--- src/rtl/ext_mem_arbiter.sv ---
// ext_mem_arbiter: shares one external memory line port between the
// instruction-fetch requester (port I) and the L1 data cache requester (port D).
// Requests are registered onto the mem_* pins; ack and read data are routed
// back to the granted port only, and a hung transaction is aborted after
// TIMEOUT_CYCLES grant cycles (0 disables the abort).
// Optional macro ARB_ROUND_ROBIN_EN: ties alternate between the ports instead
// of D always winning.
module ext_mem_arbiter #(
  parameter int ADDR_WIDTH     = 32,
  parameter int DATA_WIDTH     = 256,
  parameter int TIMEOUT_CYCLES = 64
) (
  input  logic                  clk,
  input  logic                  rst,
  input  logic [ADDR_WIDTH-1:0] i_addr_i,
  input  logic                  i_cs_i,
  input  logic                  i_we_i,
  input  logic [DATA_WIDTH-1:0] i_data_i,
  output logic [DATA_WIDTH-1:0] i_data_o,
  output logic                  i_ack_o,
  input  logic [ADDR_WIDTH-1:0] d_addr_i,
  input  logic                  d_cs_i,
  input  logic                  d_we_i,
  input  logic [DATA_WIDTH-1:0] d_data_i,
  output logic [DATA_WIDTH-1:0] d_data_o,
  output logic                  d_ack_o,
  output logic [ADDR_WIDTH-1:0] mem_addr_o,
  output logic                  mem_cs_o,
  output logic                  mem_we_o,
  output logic [DATA_WIDTH-1:0] mem_data_o,
  input  logic [DATA_WIDTH-1:0] mem_data_i,
  input  logic                  mem_ack_i,
  output logic                  busy_o,
  output logic                  timeout_o
);

  typedef enum logic [1:0] {
    IDLE    = 2'd0,
    GRANT_I = 2'd1,
    GRANT_D = 2'd2
  } state_t;

  // The counter only has to reach TIMEOUT_CYCLES-1, so clog2(TIMEOUT_CYCLES) bits suffice.
  localparam int CNT_W = (TIMEOUT_CYCLES > 2) ? $clog2(TIMEOUT_CYCLES) : 1;
  localparam logic [CNT_W-1:0] CNT_LAST =
    (TIMEOUT_CYCLES > 0) ? CNT_W'(TIMEOUT_CYCLES - 1) : '0;

  state_t                state_q, state_d;
  logic [CNT_W-1:0]      cnt_q, cnt_d;
  logic [ADDR_WIDTH-1:0] mem_addr_q, mem_addr_d;
  logic                  mem_cs_q, mem_cs_d;
  logic                  mem_we_q, mem_we_d;
  logic [DATA_WIDTH-1:0] mem_data_q, mem_data_d;
  logic                  pick_d;
  logic                  tmo_hit;
  logic                  done;
  logic                  grant_i;
  logic                  grant_d;

`ifdef ARB_ROUND_ROBIN_EN
  // Pointer names the port that wins the next tie: 0 = I, 1 = D.
  logic ptr_q, ptr_d;
`endif

  // Choose the winner among the ports requesting in IDLE.
  always_comb begin
    pick_d = 1'b0;
`ifdef ARB_ROUND_ROBIN_EN
    pick_d = d_cs_i && (!i_cs_i || ptr_q);
`else
    pick_d = d_cs_i;
`endif
  end

  // Abort detection and completion/routing back to the granted requester.
  always_comb begin
    grant_i   = (state_q == GRANT_I);
    grant_d   = (state_q == GRANT_D);
    tmo_hit   = (TIMEOUT_CYCLES > 0) && (grant_i || grant_d) &&
                (cnt_q == CNT_LAST) && !mem_ack_i;
    done      = mem_ack_i || tmo_hit;
    i_ack_o   = grant_i && done;
    d_ack_o   = grant_d && done;
    i_data_o  = (grant_i && mem_ack_i) ? mem_data_i : '0;
    d_data_o  = (grant_d && mem_ack_i) ? mem_data_i : '0;
    timeout_o = tmo_hit;
    busy_o    = (state_q != IDLE);
  end

  // Next-state logic: grant from IDLE, hold the memory side until done.
  always_comb begin
    state_d    = state_q;
    cnt_d      = cnt_q;
    mem_addr_d = mem_addr_q;
    mem_cs_d   = mem_cs_q;
    mem_we_d   = mem_we_q;
    mem_data_d = mem_data_q;
`ifdef ARB_ROUND_ROBIN_EN
    ptr_d      = ptr_q;
`endif
    case (state_q)
      IDLE: begin
        cnt_d = '0;
        if (i_cs_i || d_cs_i) begin
          mem_cs_d = 1'b1;
          if (pick_d) begin
            mem_addr_d = d_addr_i;
            mem_we_d   = d_we_i;
            mem_data_d = d_data_i;
            state_d    = GRANT_D;
`ifdef ARB_ROUND_ROBIN_EN
            ptr_d      = 1'b0;
`endif
          end else begin
            mem_addr_d = i_addr_i;
            mem_we_d   = i_we_i;
            mem_data_d = i_data_i;
            state_d    = GRANT_I;
`ifdef ARB_ROUND_ROBIN_EN
            ptr_d      = 1'b1;
`endif
          end
        end
      end
      GRANT_I, GRANT_D: begin
        if (done) begin
          state_d  = IDLE;
          mem_cs_d = 1'b0;
          mem_we_d = 1'b0;
          cnt_d    = '0;
        end else begin
          cnt_d = cnt_q + CNT_W'(1);
        end
      end
      default: begin
        state_d  = IDLE;
        mem_cs_d = 1'b0;
        mem_we_d = 1'b0;
        cnt_d    = '0;
      end
    endcase
  end

  // State, counter and registered memory-side outputs with synchronous reset.
  always_ff @(posedge clk) begin
    if (rst) begin
      state_q    <= IDLE;
      cnt_q      <= '0;
      mem_addr_q <= '0;
      mem_cs_q   <= 1'b0;
      mem_we_q   <= 1'b0;
      mem_data_q <= '0;
`ifdef ARB_ROUND_ROBIN_EN
      ptr_q      <= 1'b0;
`endif
    end else begin
      state_q    <= state_d;
      cnt_q      <= cnt_d;
      mem_addr_q <= mem_addr_d;
      mem_cs_q   <= mem_cs_d;
      mem_we_q   <= mem_we_d;
      mem_data_q <= mem_data_d;
`ifdef ARB_ROUND_ROBIN_EN
      ptr_q      <= ptr_d;
`endif
    end
  end

  assign mem_addr_o = mem_addr_q;
  assign mem_cs_o   = mem_cs_q;
  assign mem_we_o   = mem_we_q;
  assign mem_data_o = mem_data_q;

endmodule

--- config.mk ---
export PLATFORM = sky130hd
export DESIGN_NAME = ext_mem_arbiter
export DESIGN_NICKNAME = d
export VERILOG_FILES = /design/src/rtl/ext_mem_arbiter.sv
export SDC_FILE = /design/constraint.sdc
export NUM_CORES = 1
export LEC_CHECK = 0
export CAP_MARGIN = 20
export CELL_PAD_IN_SITES_DETAIL_PLACEMENT = 1
export CELL_PAD_IN_SITES_GLOBAL_PLACEMENT = 1
export CORE_AREA = 2 2 647 649
export CTS_BUF_LIST = sky130_fd_sc_hd__clkbuf_2
export CTS_CLUSTER_DIAMETER = 30
export CTS_CLUSTER_SIZE = 24
export DETAILED_ROUTE_END_ITERATION = 10
export DIE_AREA = 0 0 649 651
export GPL_TIMING_DRIVEN = 0
export MAX_ROUTING_LAYER = met4
export PLACE_DENSITY_LB_ADDON = 0.1
export SLEW_MARGIN = 20
export SYNTH_ARGS = -nofsm -noshare
export SYNTH_HDL_FRONTEND = slang
export SYNTH_SLANG_ARGS = --single-unit
--- constraint.sdc ---
create_clock -name clk -period 3 [get_ports clk]
set_clock_uncertainty 0.05 [all_clocks]
set_input_delay 0.6 -clock clk [delete_from_list [all_inputs] [get_ports clk]]
set_output_delay 0.6 -clock clk [all_outputs]
set_load 0.01 [all_outputs]
== Yosys cells after proc, flatten, opt, wreduce, memory -nomap -nowiden ==
Cells that the tools add are included.
Operators by class
  add/subtract/negate cells: 1
  eq/ne operators: 5
  multiplexer cells: 14
  bitwise operators: 1
  reductions and logical operators: 16
Operators with widths (number)
  $mux 256: 3
  $mux 32: 1
  $add 6x1->6 const B: 1
  $eq 6x6->1 const B: 1
  $logic_and 1x1->1: 6
  $mux 2: 3
  $mux 1: 4
  $ne 2x2->1 const B: 2
  $pmux 1 s2: 2
  $pmux 2 s2: 1
  $reduce_and 2->1: 2
  $logic_or 1x1->1: 3
  $reduce_or 3->1: 1
  $eq 2x1->1 const B: 1
  $eq 2x2->1 const B: 1
  $logic_not 2->1: 1
  $reduce_bool 2->1: 1
  $reduce_or 2->1: 1
  $logic_not 1->1: 1
  $not 1->1: 1
Word-level totals
  register bits after elaboration: 298
  input bits: 839
  output and inout port bits: 806
  word-level logic and storage cells: 43

== Logic depth before layout (Yosys ltp) ==
  depth in word-level cells: 7
  depth in mapped cells: 8
  depth with buffers taken out: 6

== Worst setup path before layout ==
No wires, ideal clock.
  path type: in2out
  start: input port mem_ack_i
  end: output port d_data_o[246]
  data arrival time: 1.453 ns
  data required time: 2.350 ns
  setup slack: 0.897 ns
  stages on the path: 4
  buffers on the path: 3
  cell sequence: buf_2 clkbuf_1 clkbuf_1 and3_1
On the way
  longest elaborated chain between the ends: 2
RTL lines
  start: declaration: RTL line 32  | input logic mem_ack_i,
  $logic_and 1x1->1: RTL line 85  | d_data_o = (grant_d && mem_ack_i) ? mem_data_i : '0;
  $mux 256: RTL line 85
  end: declaration: RTL line 25  | output logic [DATA_WIDTH-1:0] d_data_o,
Every way passes these cells.

== Final worst setup path ==
  start: input port mem_ack_i
  end: output port d_data_o[226]
The elaborated chain is that of the path after synthesis.

==> results_dict.tcl <==
set metrics [dict create \
    timing.final.crit_period_ns 3.77 \
    synth_area_leader_cell "dfxtp_1" \
    antenna_found_initial 108 \
    p_int_mw 10.6 \
    syn_area_per_cell_um2 8.45 \
    max_slew_margin_pct 27.1 \
    status "complete, but fails checks" \
    highest_layer "met4" \
    rows 237 \
    synth_edf_count 0 \
    final_max_slew_viol_count 0 \
    route.detailed.drc 0 \
    post-route-worst-setup-slack_ns -0.769 \
    synth_nets 2809 \
    critPathTopFamily "buffers and inverters" \
    setup_viol 718 \
    cp-endpoint "d_data_o[226]" \
    required_ns 2.35 \
    drive_gt1_share_pct 29.3 \
    overflow 0 \
    dp.cells 9111 \
    via_per_inst 2.67 \
    die_h_um 651 \
    die_width_um 649 \
    io_buffers 1641 \
    arrival_ns 3.12 \
    vdd_drop_max_mv 0.236 \
    wl_um 289000 \
    reg2reg_depth 8 \
    met3_length_um 16200 \
    worst-r2r-setup-slack_ns 0.22 \
    power_leakage_nw 20.5 \
    synth_area_leaders "dfxtp_1 36%, and3_1 19%, mux2i_1 17%" \
    fillers 48500 \
    multiInputGateArea_mm2 0.0115 \
    area_growth_pct 215 \
    dpl_cell_area_mm2 0.0401 \
    power_frac_seq_pct 26.7 \
    cts_buffers 119 \
    gp_congestion 0.908 \
    max_freq_mhz 265 \
    timing.final.crit_share_pct 126 \
    core_region_area_mm2 0.415 \
    grt_max_degree 22 \
    dr.pass1.iters 4 \
    synth_cells 1966 \
    async_flop_share_pct 0 \
    die_area_mm2 0.422 \
    nets 5356 \
    synth_area_mm2 0.0166 \
    p_switching_mw 7.69 \
    crit_path_end_kind "primary output" \
    clkTransAtPathRegs_ns 0.07 \
    root_buffer "clkbuf_2" \
    synth_top_area_share_pct 35.9 \
    pwr-share-comb_pct 50.5 \
    synth_common_cells "512 x and3_1, 298 x dfxtp_1, 296 x nor2_1" \
    track_usage_pct 13.4 \
    synth.most_common_cell "and3_1" \
    path_cells "buf_2 -> clkbuf_1 -> clkbuf_1 -> and3_4 -> buf_6" \
    wl_met2_um 164000 \
    hold_path.class "input port to flop" \
    r2r-end "mem_data_o[241]" \
    r2r_start "state_q[0]" \
    worstMarginPinSlew_ns 1.09 \
    crit_cells 5 \
    rsz0062_at_grt "true" \
    cts_sinks 298 \
    fin_setup_tns_ns -343.07 \
    ios 1645 \
    layout.area.seq_mm2 0.00597 \
    whs_ns 0.244 \
    cpMostUsedCell "clkbuf_1" \
    ys_types 28 \
    hold_viol_final 0 \
    swShare_pct 42.1 \
    cts_tree "yes" \
    violations "setup timing" \
    clk_latency_ns 1.43 \
    fin_util_pct 12.6 \
    ys_warn_count 0 \
    crit_path_start_kind "input port" \
    critPathLaunch "mem_ack_i" \
    start_util_pct 4.00 \
    clock_path_buffers 3 \
    pwr-share-clk_pct 22.8 \
    cap_violations 0 \
    cp_slowest_cell "clkbuf_1" \
    grt_pass1_vias 29100 \
    power_density_mw_per_mm2 349 \
    max_stage_delay_ns 0.87 \
    dr.first_iter.drc_count 978 \
    ys_ff_latch 298 \
    via_count 27100 \
    crit_type "input port to primary output" \
    final_antenna_net_count 0 \
    crit_buf_inv 4 \
    grt_pass1_wl_um 354000 \
    drt-met1-wl_um 104000 \
    min_path_cells 5 \
    wl_per_cell_um 28.4 \
    cp_max_fo 10 \
    ys_seq_area_share_pct 35.9 \
    htreeDepth 3 \
    ys.flop_type "dfxtp_1" \
    finalInstanceArea_mm2 0.0524 \
    dp_hpwl_um 254000 \
    stdcell_count 10100 \
]
## power by group through the flow
stage	Sequential [mW]	Combinational [mW]	Clock, mW
3_3_place_gp	4.96	7.66	0
3_5_place_dp	4.97	7.68	0
6_report	4.88	9.22	4.16
5_1_grt	4.96	9.89	4.75
4_1_cts	4.89	9.29	4.58
2_1_floorplan	5.14	1.89	0
## worst min-delay path by stage
stage | start | end
detailed placement | cnt_q[0] | cnt_q[0]
global route | i_addr_i[29] | mem_addr_o[29]
floorplan | cnt_q[0] | cnt_q[0]
finish | mem_ack_i | mem_cs_o
global placement | cnt_q[0] | cnt_q[0]
CTS | d_addr_i[6] | mem_addr_o[6]
## what timing repair did
action / in CTS / in global routing
buffers inserted: 47 / 53
hold buffers: 653 / 0
cloned: 27 / 9
setup endpoints to repair: 821 / 838
hold endpoints to repair: 298 / 0
resized for setup: 2685 / 851
pin swaps: 8 / 3
## area by class of cell
cell class / instances / share of cell area (%)
clock buffers: 151 / 1.44
plain buffers: 237 / 3.69
diodes: 45 / 0.215
clock inverters: 64 / 0.645
inverters: 6 / 0.0525
multi-input cells: 1420 / 21.9
flip-flops and latches: 298 / 11.4
repair buffers: 2431 / 47.5
well taps: 5497 / 13.1
## state kept, by name, summed over array words and instances (netlist names)
register and flops:
mem_data_o 256, mem_addr_o 32, cnt_q 6, state_q 2, mem_cs_o 1, mem_we_o 1
## logic make-up after synthesis
group | after synthesis | synth area share [%]
buf+inv | 248 | 6.23
mux | 289 | 17.4
simple gates | 825 | 26.6
compound gates | 298 | 13.4
fa+ha+maj | 4 | 0.301
flops | 298 | 35.9
xor+xnor | 4 | 0.211
## per-layer routing
metal  track usage [%]  vias to the layer above
met5                 -                        -
met4              1.72                        0
met3              3.18                      233
met2              26.7                     1042
met1              13.5                    13400
li1                  -                    12400
## tightest hold or removal path, cell delays in order
cell	delay (ns)
buf_2	0.27
inv_1	0.31
o211ai_1	0.27
nand2_1	0.12
a21oi_1	0.06
## cells in the final DEF (no fill, tap or decap), types with 3 or more instances in the layout
cell,count
nor2_1,296
clkbuf_1,90
clkinv_8,4
nand2_1,3
buf_6,399
mux2i_1,284
clkinv_1,36
buf_8,34
and3_1,150
buf_2,145
clkdlybuf4s15_2,12
inv_1,3
dlygate4sd2_1,6
clkbuf_2,178
buf_16,4
nand3_1,3
diode_2,45
clkinv_2,21
dlygate4sd3_1,653
clkbuf_8,9
mux2i_2,5
clkdlybuf4s50_1,1125
a21oi_1,3
clkbuf_16,45
nor3_1,3
dfxtp_1,295
and3_4,361
clkbuf_4,7
buf_12,31
buf_4,79
a211oi_1,288
## stage by stage
step / power [mW] / worst slack, ns
after floorplan: 7.03 / 0.897
after global placement: 12.6 / -2.35
after detailed placement: 12.7 / -1.61
after CTS: 18.8 / -1.13
after global routing: 19.6 / -1.09
final: 18.3 / -0.769
Power figures use the tool's default switching activity.
